### config.mk
export PLATFORM = sky130hd
export DESIGN_NAME = fib_request_arbiter
export DESIGN_NICKNAME = d
export VERILOG_FILES = /design/src/rtl/ndn_pkg.sv /design/src/rtl/fib_req_slot.sv /design/src/rtl/fib_request_arbiter.sv
export SDC_FILE = /design/constraint.sdc
export NUM_CORES = 1
export LEC_CHECK = 0
export CAP_MARGIN = 20
export CORE_ASPECT_RATIO = 0.7
export CORE_MARGIN = 10
export CORE_UTILIZATION = 52
export CTS_BUF_LIST = sky130_fd_sc_hd__clkbuf_8
export DETAILED_ROUTE_END_ITERATION = 10
export PLACE_DENSITY = 0.81
export SYNTH_ARGS = -nofsm -noshare
export SYNTH_HDL_FRONTEND = slang
export SYNTH_HIERARCHICAL = 1
export SYNTH_SLANG_ARGS = --single-unit
### constraint.sdc
create_clock -name clk -period 2.3 [get_ports clk]
set_clock_uncertainty 0.1 [all_clocks]
set_input_delay 0.46 -clock clk [delete_from_list [all_inputs] [get_ports clk]]
set_output_delay 0.46 -clock clk [all_outputs]
set_load 0.01 [all_outputs]
### src/rtl/ndn_pkg.sv
// Shared widths, direction encoding and arbiter state type for the NDN
// forwarding-plane blocks.
package ndn_pkg;

  localparam int PREFIX_W = 64;
  localparam int LEN_W    = 6;

  localparam logic DIR_OUT = 1'b0;
  localparam logic DIR_IN  = 1'b1;

  typedef enum logic [1:0] {
    ST_IDLE  = 2'd0,
    ST_ISSUE = 2'd1,
    ST_WAIT  = 2'd2,
    ST_RESP  = 2'd3
  } state_t;

endpackage

### src/rtl/fib_req_slot.sv
// One-entry pending slot: captures a held request, pulses ack the next cycle,
// and re-arms only after the requester has dropped req for at least one cycle.
module fib_req_slot
  import ndn_pkg::*;
(
  input  logic                clk,
  input  logic                rst,
  input  logic                req,
  input  logic [PREFIX_W-1:0] prefix,
  input  logic [LEN_W-1:0]    len,
  input  logic                clear,
  output logic                ack,
  output logic                full,
  output logic [PREFIX_W-1:0] slot_prefix,
  output logic [LEN_W-1:0]    slot_len
);

  logic armed;
  logic capture;

  assign capture = req && !full && !ack && armed;

  always_ff @(posedge clk or negedge rst) begin
    if (!rst) begin
      ack         <= 1'b0;
      full        <= 1'b0;
      armed       <= 1'b1;
      slot_prefix <= '0;
      slot_len    <= '0;
    end else begin
      ack <= capture;
      if (capture) begin
        full        <= 1'b1;
        slot_prefix <= prefix;
        slot_len    <= len;
      end else if (clear) begin
        full <= 1'b0;
      end
      // A requester still holding req after its ack must not be taken twice.
      if (!req) begin
        armed <= 1'b1;
      end else if (capture) begin
        armed <= 1'b0;
      end
    end
  end

endmodule

### src/rtl/fib_request_arbiter.sv
// Arbitrates PIT outgoing and SPI incoming lookups onto one FIB port with
// round-robin on contention, a wait timeout and a one-cycle response pulse.
module fib_request_arbiter
  import ndn_pkg::*;
#(
  parameter logic [7:0] TIMEOUT_CYCLES = 8'd255,
  parameter logic       FIRST_PRIORITY = 1'b0
) (
  input  logic                clk,
  input  logic                rst,
  input  logic                out_req,
  input  logic [PREFIX_W-1:0] out_prefix,
  input  logic [LEN_W-1:0]    out_len,
  output logic                out_ack,
  input  logic                in_req,
  input  logic [PREFIX_W-1:0] in_prefix,
  input  logic [LEN_W-1:0]    in_len,
  output logic                in_ack,
  output logic                fib_valid,
  output logic [PREFIX_W-1:0] fib_prefix,
  output logic [LEN_W-1:0]    fib_len,
  output logic                fib_dir,
  input  logic                fib_ready,
  input  logic                fib_done,
  input  logic                fib_hit,
  input  logic                fib_rejected,
  output logic                resp_valid,
  output logic                resp_dir,
  output logic                resp_hit,
  output logic                resp_rejected,
  output logic                resp_timeout,
  output state_t              dbg_state
);

  // FIB handshake: fib_valid and its payload are driven from registers only and
  // stay constant until the edge where fib_valid && fib_ready; that edge is the
  // transfer. fib_done is a one-cycle completion pulse honoured only in WAIT.

  state_t              state, state_n;
  logic                out_full, in_full;
  logic [PREFIX_W-1:0] out_slot_prefix, in_slot_prefix;
  logic [LEN_W-1:0]    out_slot_len, in_slot_len;
  logic                clr_out, clr_in;

  logic                g_dir, last_grant;
  logic [PREFIX_W-1:0] g_prefix;
  logic [LEN_W-1:0]    g_len;
  logic [7:0]          timer;
  logic                r_hit, r_rej, r_to;

  logic                contested, pick_dir, load_grant, set_resp, clr_timer;
  logic                hit_n, rej_n, to_n;
  logic [PREFIX_W-1:0] pick_prefix;
  logic [LEN_W-1:0]    pick_len;

  fib_req_slot u_out_slot (
    .clk         (clk),
    .rst         (rst),
    .req         (out_req),
    .prefix      (out_prefix),
    .len         (out_len),
    .clear       (clr_out),
    .ack         (out_ack),
    .full        (out_full),
    .slot_prefix (out_slot_prefix),
    .slot_len    (out_slot_len)
  );

  fib_req_slot u_in_slot (
    .clk         (clk),
    .rst         (rst),
    .req         (in_req),
    .prefix      (in_prefix),
    .len         (in_len),
    .clear       (clr_in),
    .ack         (in_ack),
    .full        (in_full),
    .slot_prefix (in_slot_prefix),
    .slot_len    (in_slot_len)
  );

  assign contested   = out_full && in_full;
  assign pick_dir    = contested ? ~last_grant : (in_full ? DIR_IN : DIR_OUT);
  assign pick_prefix = (pick_dir == DIR_IN) ? in_slot_prefix : out_slot_prefix;
  assign pick_len    = (pick_dir == DIR_IN) ? in_slot_len : out_slot_len;

  always_comb begin
    state_n    = state;
    load_grant = 1'b0;
    set_resp   = 1'b0;
    clr_timer  = 1'b0;
    clr_out    = 1'b0;
    clr_in     = 1'b0;
    hit_n      = 1'b0;
    rej_n      = 1'b0;
    to_n       = 1'b0;
    case (state)
      ST_IDLE: begin
        if (out_full || in_full) begin
          load_grant = 1'b1;
          if (pick_len == '0) begin
            // Zero-length prefix is rejected locally without a FIB lookup.
            state_n  = ST_RESP;
            set_resp = 1'b1;
            rej_n    = 1'b1;
            clr_out  = (pick_dir == DIR_OUT);
            clr_in   = (pick_dir == DIR_IN);
          end else begin
            state_n = ST_ISSUE;
          end
        end
      end
      ST_ISSUE: begin
        if (fib_ready) begin
          state_n   = ST_WAIT;
          clr_timer = 1'b1;
          clr_out   = (g_dir == DIR_OUT);
          clr_in    = (g_dir == DIR_IN);
        end
      end
      ST_WAIT: begin
        if (fib_done) begin
          state_n  = ST_RESP;
          set_resp = 1'b1;
          hit_n    = fib_hit;
          rej_n    = fib_rejected;
        end else if (timer == TIMEOUT_CYCLES - 8'd1) begin
          state_n  = ST_RESP;
          set_resp = 1'b1;
          to_n     = 1'b1;
        end
      end
      ST_RESP: state_n = ST_IDLE;
      default: state_n = ST_IDLE;
    endcase
  end

  always_ff @(posedge clk or negedge rst) begin
    if (!rst) begin
      state      <= ST_IDLE;
      g_dir      <= DIR_OUT;
      g_prefix   <= '0;
      g_len      <= '0;
      last_grant <= ~FIRST_PRIORITY;
      timer      <= 8'd0;
      r_hit      <= 1'b0;
      r_rej      <= 1'b0;
      r_to       <= 1'b0;
    end else begin
      state <= state_n;
      if (load_grant) begin
        g_dir    <= pick_dir;
        g_prefix <= pick_prefix;
        g_len    <= pick_len;
        // Round-robin pointer only moves when both directions competed.
        if (contested) last_grant <= pick_dir;
      end
      if (clr_timer) begin
        timer <= 8'd0;
      end else if (state == ST_WAIT && !fib_done && timer != 8'hFF) begin
        timer <= timer + 8'd1;
      end
      if (set_resp) begin
        r_hit <= hit_n;
        r_rej <= rej_n;
        r_to  <= to_n;
      end
    end
  end

  assign fib_valid     = (state == ST_ISSUE);
  assign fib_prefix    = g_prefix;
  assign fib_len       = g_len;
  assign fib_dir       = g_dir;
  assign resp_valid    = (state == ST_RESP);
  assign resp_dir      = g_dir;
  assign resp_hit      = r_hit;
  assign resp_rejected = r_rej;
  assign resp_timeout  = r_to;
  assign dbg_state     = state;

endmodule

==> flow_summary.json, run 1 <==
{
  "gp_congestion": 0.793,
  "drtAntennaViolNets": 0,
  "via_count": 6858,
  "ys_seq_area_share_pct": 60.3,
  "dieArea_mm2": 0.0244,
  "cts-htree-levels": 2,
  "clk_latency_ps": 490,
  "cap_viol_max_count": 0,
  "grt.overflow.total": 0,
  "dr.pass1.iters": 4,
  "wire_per_inst_um": 19.0,
  "synth_top_area_share_pct": 59.5,
  "drc": 0,
  "fp.dieW_um": 182,
  "grt_pass1_vias": 7383,
  "synth_nets": 945,
  "leakagePower_nw": 5.46,
  "core_mm2": 0.0181,
  "rsz0062_at_grt": "no",
  "grt_max_degree": 76,
  "crit_path_end_kind": "output pin",
  "setup_tns_ps": 0,
  "clock_sinks": 231,
  "tightest_slew_ps": 532,
  "drive_gt1_share_pct": 21.3,
  "synthesis.area_mm2": 0.00960,
  "peakVddDrop_mv": 0.837,
  "synth_edf_count": 0,
  "postPlaceCellArea_mm2": 0.0121,
  "synth_ff_type": "dfrtp_1",
  "grt_usage_pct": 20.0,
  "antenna_found_initial": 4,
  "worstPathArrival_ps": 1650,
  "synth_cell_type_count": 44,
  "synth-seq-cells": 231,
  "synth.avg_cell_area_um2": 12.1,
  "slew-limit-headroom_pct": 64.5,
  "portBuffers": 228,
  "cts_tree": "built",
  "finalCoreUtilization_pct": 71.1,
  "period_needed_ps": 2210,
  "final_cell_area_mm2": 0.0128,
  "dp_hpwl_um": 17000,
  "hp-class": "register to register",
  "critPathKind": "register to output pin",
  "synth_most_common_cell": "dfrtp_1",
  "die_height_um": 134,
  "netlist_instances": 791,
  "wirelength_um": 24400,
  "instances_no_fill": 1287,
  "worstSetupStartpointType": "register",
  "powerDensity_mw_per_mm2": 1420,
  "hold_viol": 0,
  "critPathRequiredTime_ps": 1740,
  "first_iter_violations": 531,
  "area_growth_pct": 33.7,
  "fillers": 1281,
  "cts_buffers": 36,
  "ys_top_cells_by_area": "dfrtp_1 (59%), mux2_2 (17%), nand2_1 (5.7%)",
  "nets": 1179,
  "yosys-top-cells-count": "dfrtp_1 (228), nand2_1 (145), mux2_2 (141), nor2_1 (74), a31oi_1 (72)",
  "finalCritPeriodShare_pct": 96.2,
  "grt_pass1_wl_um": 39700,
  "clock_path_buffers": 3,
  "crit_fanout": 4,
  "setup_viol": 0,
  "multi_input_area_mm2": 0.00346,
  "ios": 229,
  "total_power_mw": 18.2,
  "status": "finished, final reports clean",
  "fmaxAchievable_mhz": 452,
  "seqCellArea_mm2": 0.00579,
  "routed_via_density": 5.33,
  "clkTransAtPathRegs_ps": 60,
  "cts_root_buf": "clkbuf_8",
  "drv_slew": 0,
  "synth.largest_area_cell": "dfrtp_1",
  "dp.cells": 1222,
  "ys_warn_count": 6,
  "synthArstFlopShare_pct": 100,
  "rows": 41,
  "initial_core_util_pct": 53.1
}
==> cells in the final DEF (no fill, tap or decap), types with 2 or more instances in the layout <==
master,instances
nor2_1,74
or4_4,2
buf_12,13
clkinv_2,2
o21ai_0,10
nand3_1,9
nand2b_1,2
a21o_2,2
dfrtp_1,227
nand4_1,3
or3_1,3
buf_4,4
clkdlybuf4s50_1,226
dfstp_2,3
a41o_1,2
and3_1,2
mux2_2,141
clkbuf_8,42
and2_1,4
and4bb_4,2
diode_2,3
ha_1,6
inv_1,22
a31oi_1,72
xnor2_1,2
nand2_1,145
a21oi_1,5
==> worst max-delay path, cell delays in order (launching register included) <==
cell             delay, ps
dfrtp_1                440
ha_1                   190
clkdlybuf4s50_1        540
==> path summary, 6_finish.rpt <==
kind                                       start              end  slack [ps]  cells after the start
setup / recovery                    dbg_state[1]       resp_valid          90                      2
hold / removal                   u_in_slot/armed  u_in_slot/armed         390                      2
hold reg to reg                  u_in_slot/armed  u_in_slot/armed         390                      2
min in group asynchronous                    rst    fib_prefix[7]         420                      2
setup reg to reg           u_in_slot/slot_len[2]   u_in_slot/full         350                      6
max in group asynchronous                    rst  u_in_slot/armed         980                      3
==> power breakdown <==
part           total [mW]  internal, mW  switching, mW
Sequential           7.36          6.16           1.21
Combinational        7.62          3.98           3.64
Clock                3.25          1.76           1.49
==> stage by stage <==
stage	worst slack, ps	hold slack (ps)
3_5_place_dp	180	360
5_1_grt	12.3	393
4_1_cts	8.44	380
6_report	87.1	390
3_3_place_gp	207	360
2_1_floorplan	337	64.4
==> layer usage <==
layer / share of wire (%) / vias to the layer above / track usage, %
met3: 10 / 38 / 8.36
met4: 1.7 / 2 / 5.81
met5: 0.037 / - / 0
met1: 43 / 3363 / 25.9
met2: 45 / 238 / 30.1
li1: - / 3217 / -
==> state kept, by name, summed over array words and instances (netlist names), 2 cells and up <==
register,cells
fib_prefix,64
u_in_slot/slot_len,6
u_in_slot/slot_prefix,64
fib_len,6
timer,8
dbg_state,2
u_out_slot/slot_prefix,64
u_out_slot/slot_len,6
==> area by class of cell <==
| type | instances | area share, % |
|---|---|---|
| tap | 236 | 2.30 |
| antenna | 3 | 0.0585 |
| multi-input combinational | 504 | 26.9 |
| inverter | 6 | 0.175 |
| sequential | 231 | 45.1 |
| timing repair buffer | 246 | 20.2 |
| clock inverter | 19 | 0.780 |
| clock buffer | 42 | 4.50 |
==> cell families (layout without fill, tap and decap cells) <==
group	count (synthesis)	count (layout)	synth area share, %
AND/OR/NAND/NOR	254	254	11.2
flip-flops	231	231	60.3
multiplexers	143	143	16.9
AO/OA/AOI/OAI	99	99	6.68
buffers and inverters	56	313	4.03
adder cells (fa/ha/maj)	6	6	0.782
XOR/XNOR	2	2	0.183
other	0	3	0
==> timing repair <==
| action | 4_1_cts | 5_1_grt |
|---|---|---|
| setup endpoints to repair | 1 | 1 |
| setup buffers | 0 | 0 |
| resized for setup | 1 | 1 |
| hold buffers | 1 | 0 |
| pin swaps | 0 | 0 |
| endpoints found under the hold margin | 59 | 0 |
Note: power is estimated with default switching activity, not from simulation.
==> run 2: changes to the inputs <==
Settings changed: PLACE_DENSITY 0.81 to 0.83, SLEW_MARGIN set to 20.
==> run 2 against run 1 <==
Register-to-register slack got worse by 100 ps. Global-route usage is 0.10 points higher. Sequential power is essentially flat. Core utilization decreased by 0.062 points. Non-clock buffer count unchanged. Flip-flop and latch count is the same. Wire length up 2.5%. Count of clock-buffer cells in the layout is 5 higher.
==> flow_summary.json, run 2 (synthesized netlist as in run 1, its figures left out) <==
{
  "status": "finished, final reports clean",
  "dp_hpwl_um": 17100,
  "rsz0062_at_grt": "no",
  "cap_viol_max_count": 0,
  "drive_gt1_share_pct": 22.0,
  "critPathRequiredTime_ps": 1740,
  "cts_tree": "built",
  "drv_slew": 0,
  "clk_latency_ps": 510,
  "grt_usage_pct": 20.1,
  "cts_buffers": 36,
  "rows": 41,
  "critPathKind": "register to output pin",
  "grt.met2_usage_pct": 30.3,
  "dr.pass1.iters": 5,
  "cts_setup_buffers": 0,
  "antenna_found_initial": 2,
  "rr_startpoint": "dbg_state[1]",
  "worstPathArrival_ps": 1660,
  "wire_per_inst_um": 19.5,
  "wirelength_um": 25100,
  "period_needed_ps": 2220,
  "fillers": 1307,
  "preCtsSetupSlack_ps": 174,
  "fp.dieW_um": 182,
  "p_int_mw": 11.9,
  "final.setup.worst_slack_ps": 84.6,
  "final_cell_mix": "dfrtp_1 (226), clkdlybuf4s50_1 (226), nand2_1 (145), mux2_2 (141), nor2_1 (74)",
  "portBuffers": 228,
  "drtAntennaViolNets": 0,
  "gr-usage-met1_pct": 26.4,
  "finalCoreUtilization_pct": 71.0,
  "worstSetupStartpointType": "register",
  "clockPowerShare_pct": 18.4,
  "clock_path_buffers": 3,
  "area_growth_pct": 33.6,
  "initial_core_util_pct": 53.1,
  "worstReg2RegEnd": "resp_timeout",
  "tightest_slew_ps": 422,
  "gp_congestion": 0.807,
  "drc": 0,
  "worstSetupStartpoint": "dbg_state[0]",
  "cts-htree-levels": 2,
  "nets": 1179,
  "finalCritPeriodShare_pct": 96.3,
  "via_count": 6892,
  "dieArea_mm2": 0.0244,
  "ios": 229,
  "clkTransAtPathRegs_ps": 60,
  "power_switching_share_pct": 35.3,
  "combPwrFrac_pct": 41.4,
  "holdWs_ps": 360,
  "grt_pass1_vias": 7406,
  "grt_max_degree": 82,
  "crit_end": "resp_valid",
  "setup_tns_ps": 0,
  "core_mm2": 0.0181,
  "leakagePower_nw": 5.44,
  "fmaxAchievable_mhz": 451,
  "grt_use_met3_pct": 8.25,
  "die_height_um": 134,
  "grt_pass1_wl_um": 39800,
  "r2r_slack_ps": 250,
  "crit_path_end_kind": "output pin",
  "r2r_cells": 6,
  "slew-limit-headroom_pct": 71.9,
  "cts_root_buf": "clkbuf_8",
  "routed_via_density": 5.36,
  "sequentialPowerShare_pct": 40.2,
  "hold_viol": 0,
  "busiest_layer": "met2",
  "setup_viol": 0,
  "first_iter_violations": 458,
  "p_sw_mw": 6.48,
  "peakVddDrop_mv": 0.803,
  "clock_sinks": 231,
  "grt.overflow.total": 0,
  "powerDensity_mw_per_mm2": 1430,
  "hp-class": "input pin to async pin",
  "crit_fanout": 5
}
==> run 2: cell count changes in the layout (fill, tap and decap cells not counted), sizes merged <==
cell,delta
clkinvlp,+2
bufinv,-1
inv,-6
diode,-2
clkinv,+1
clkbuf,+5
==> run 2: area by class of cell <==
class / count / area (um^2) / area share (%)
Tap cell: 236 / 295 / 2.30
Timing Repair Buffer: 246 / 2550 / 19.9
Clock buffer: 47 / 647 / 5.04
Multi-Input combinational cell: 504 / 3450 / 26.9
Inverter: 6 / 22.5 / 0.176
Antenna cell: 1 / 2.50 / 0.0195
Sequential cell: 231 / 5790 / 45.1
Clock inverter: 15 / 67.6 / 0.527
==> run 2: per-stage QoR <==
stage	cells	total power, mW	cell area, um^2
after floorplan	791	11.9	9600
after global placement	1222	14.7	12100
after detailed placement	1222	15.1	12100
after CTS	1285	18.5	12800
after global routing	1285	19.6	12800
final	1286	18.4	12800
==> run 2: per-layer routing <==
layer	vias to the layer above	wire (um)
met2	261	11200
met3	29	2630
met4	2	300
met5	-	13
met1	3396	11000
li1	3204	-
==> run 2: worst min path at each step <==
stage | startpoint | to | slack (ps) | depth (start not counted)
5_1_grt | rst | u_out_slot/slot_prefix[18] | 360 | 2
3_3_place_gp | rst | u_out_slot/slot_prefix[8] | 310 | 1
6_report | rst | u_out_slot/slot_prefix[18] | 360 | 2
2_1_floorplan | rst | dbg_state[0] | 60 | 0
4_1_cts | rst | u_out_slot/slot_prefix[18] | 340 | 2
3_5_place_dp | rst | u_out_slot/slot_prefix[11] | 310 | 1
==> run 2: power groups by stage <==
stage,registers (mW),clock network [mW],logic [mW]
detailed placement,7.40,0,7.68
CTS,7.37,3.47,7.71
finish,7.39,3.39,7.60
global placement,7.32,0,7.41
floorplan,7.41,0,4.47
global route,7.64,3.66,8.33
==> run 2: critical path: stages (launching register included) <==
cell	delay [ps]
dfrtp_2	460
ha_1	210
clkdlybuf4s50_1	480
==> run 2: repair_timing <==
action                     CTS  global route
resized for setup            1             2
setup endpoints to repair    1             1
hold endpoints to repair    40             0
hold buffers                 1             0
==> run 3: changes to the inputs <==
Settings changed: CORE_UTILIZATION 52 to 55, CTS_CLUSTER_SIZE set to 25, PLACE_DENSITY 0.83 to 0.87, SYNTH_HIERARCHICAL 1 to not set.
Clock period 2.3 ns to 2.71 ns, I/O delays scaled along.
==> run 3 against run 2 <==
Count of clock-buffer cells in the layout is 1 lower. Critical endpoint is now fib_valid. Die area is 5.5% lower. Final cell count is 5.8% lower. Setup slack better by 220 ps. Core utilization is 4.0 points higher. Synthesized cell count is 8.3% lower. Clock power is 19% lower. Largest power group is now registers. Combinational power is 22% lower. Via count is 5.6% lower. Non-clock buffer count is 3 lower. Sequential power is 17% lower.
==> flow_summary.json, run 3 <==
{
  "status": "finished, final reports clean",
  "worstSetupStartpointType": "register",
  "cts_setup_buffers": 0,
  "ios": 229,
  "crit_fanout": 4,
  "dp.cells": 1152,
  "layout_commonest_cell": "dfrtp_1",
  "ys_seq_area_share_pct": 60.8,
  "via_count": 6506,
  "clock_sinks": 231,
  "power_switching_share_pct": 33.1,
  "wire_per_inst_um": 19.4,
  "portBuffers": 228,
  "dieArea_mm2": 0.0230,
  "ys_top_cells_by_area": "dfrtp_1 (60%), mux2_2 (15%), mux2i_1 (7.6%)",
  "cts_buffers": 36,
  "drt-met1-wl_um": 10100,
  "synth_most_common_cell": "dfrtp_1",
  "synth_nets": 879,
  "wirelength_um": 23500,
  "synth.largest_area_cell": "dfrtp_1",
  "slew-limit-headroom_pct": 50.8,
  "cts_tree": "built",
  "routed_via_density": 5.37,
  "area_growth_pct": 34.7,
  "total_power_mw": 14.9,
  "crit_path_end_kind": "output pin",
  "cts_resized": 0,
  "path_buf_inv": 2,
  "initial_core_util_pct": 55.7,
  "instances_no_fill": 1212,
  "synth_ff_type": "dfrtp_1",
  "dr_wl_met3_um": 2290,
  "cts-hold-fix-buffers": 1,
  "clockPowerShare_pct": 18.5,
  "final_cell_mix": "dfrtp_1 (228), clkdlybuf4s50_1 (227), mux2_2 (126), nand2_1 (83), o21ai_0 (74)",
  "synth_cell_type_count": 45,
  "fp.dieW_um": 177,
  "ys_warn_count": 0,
  "clk_latency_ps": 490,
  "finalCritPeriodShare_pct": 88.9,
  "critPathKind": "register to output pin",
  "setup_viol": 0,
  "finalCoreUtilization_pct": 75.0,
  "core_mm2": 0.0171,
  "grt_usage_pct": 20.4,
  "critPathRequiredTime_ps": 2070,
  "path_delay_family": "buffers and inverters",
  "top_layer_used": "met4",
  "sequentialPowerShare_pct": 41.5,
  "clkTransAtPathRegs_ps": 60,
  "yosys-top-cells-count": "dfrtp_1 (228), mux2_2 (126), nand2_1 (83), o21ai_0 (74), mux2i_1 (72)",
  "dr.pass1.iters": 4,
  "combPwrFrac_pct": 40.0,
  "antenna_found_initial": 2,
  "grt.overflow.total": 0,
  "clock_path_buffers": 3,
  "die_height_um": 130,
  "rows": 40,
  "met2_wirelength_um": 10800,
  "cap_viol_max_count": 0,
  "leakagePower_nw": 5.63,
  "gp_congestion": 0.778,
  "drive_gt1_share_pct": 20.4,
  "fmaxAchievable_mhz": 415,
  "dp_hpwl_um": 16700,
  "synth-seq-cells": 231,
  "drtAntennaViolNets": 0,
  "p_int_mw": 9.94,
  "synthesis.area_mm2": 0.00951,
  "synth.avg_cell_area_um2": 13.1,
  "worstPathArrival_ps": 1770,
  "crit_path_cell_trace": "inv_1 -> ha_1 -> clkdlybuf4s50_1",
  "setup_tns_ps": 0,
  "crit_path_max_incr_delay_ps": 560,
  "hp-class": "register to register",
  "cp_slowest_cell": "clkdlybuf4s50_1",
  "hold_viol": 0,
  "peakVddDrop_mv": 0.638,
  "cts_root_buf": "clkbuf_8",
  "p_sw_mw": 4.92,
  "holdWs_ps": 377,
  "synthArstFlopShare_pct": 100,
  "grt_pass1_wl_um": 37500,
  "rsz0062_at_grt": "no",
  "powerDensity_mw_per_mm2": 1160,
  "synth_edf_count": 0,
  "tightest_slew_ps": 738,
  "grt_max_degree": 89,
  "synth_top_area_share_pct": 60.0,
  "drc": 0,
  "drv_slew": 0,
  "first_iter_violations": 388,
  "period_needed_ps": 2410,
  "nets": 1114,
  "grt_pass1_vias": 6991,
  "netlist_instances": 725,
  "cts-htree-levels": 2
}
## run 3: logic make-up after synthesis
kind of cell / Yosys count / synth area share [%]
buf+inv: 50 / 2.33
mux: 212 / 24.2
flops: 231 / 60.8
compound gates: 98 / 5.71
simple gates: 125 / 5.88
fa+ha+maj: 6 / 0.790
xor+xnor: 3 / 0.276
## run 3: path summary, 6_finish.rpt
check | slack, ps | end | depth (start not counted) | start
max | 300 | fib_valid | 3 | dbg_state[1]
min | 380 | fib_prefix[52] | 2 | fib_prefix[52]
max reg2reg | 430 | fib_prefix[8] | 4 | u_out_slot.full
min reg2reg | 380 | fib_prefix[52] | 2 | fib_prefix[52]
max in group asynchronous | 1280 | last_grant | 3 | rst
min in group asynchronous | 500 | u_in_slot.slot_prefix[63] | 2 | rst
## run 3: stage by stage
stage | setup slack, ps | cell area [um^2]
2_1_floorplan | 872 | 9510
3_3_place_gp | 427 | 12100
3_5_place_dp | 376 | 12100
4_1_cts | 264 | 12800
5_1_grt | 226 | 12800
6_report | 302 | 12800
## run 3: worst register-to-register path, stage by stage, from the launching register on
cell and delay (ps):
dfrtp_1 580, a21bo_4 680, buf_4 430, mux2i_1 240
o21ai_0 120
## run 3: layer usage
| metal | track usage [%] | vias to the layer above |
|---|---|---|
| met5 | 0 | - |
| met4 | 4.93 | 0 |
| met3 | 8.23 | 26 |
| met2 | 32.0 | 226 |
| met1 | 26.1 | 3236 |
| li1 | - | 3018 |
## run 3: power by group through the flow
stage / Combinational (mW) / Clock, mW / Sequential [mW]
floorplan: 3.52 / 0 / 6.14
global placement: 5.79 / 0 / 6.11
detailed placement: 6.01 / 0 / 6.21
CTS: 6.04 / 2.84 / 6.16
global route: 6.52 / 3.00 / 6.37
finish: 5.94 / 2.75 / 6.16
## run 3: cell type report
cell class | count | area (um^2)
Antenna cell | 1 | 2.50
Tap cell | 231 | 289
Clock inverter | 12 | 46.3
Timing Repair Buffer | 243 | 2500
Inverter | 4 | 15.0
Fill cell | 1128 | 4260
Sequential cell | 231 | 5780
Clock buffer | 46 | 633
Multi-Input combinational cell | 444 | 3530
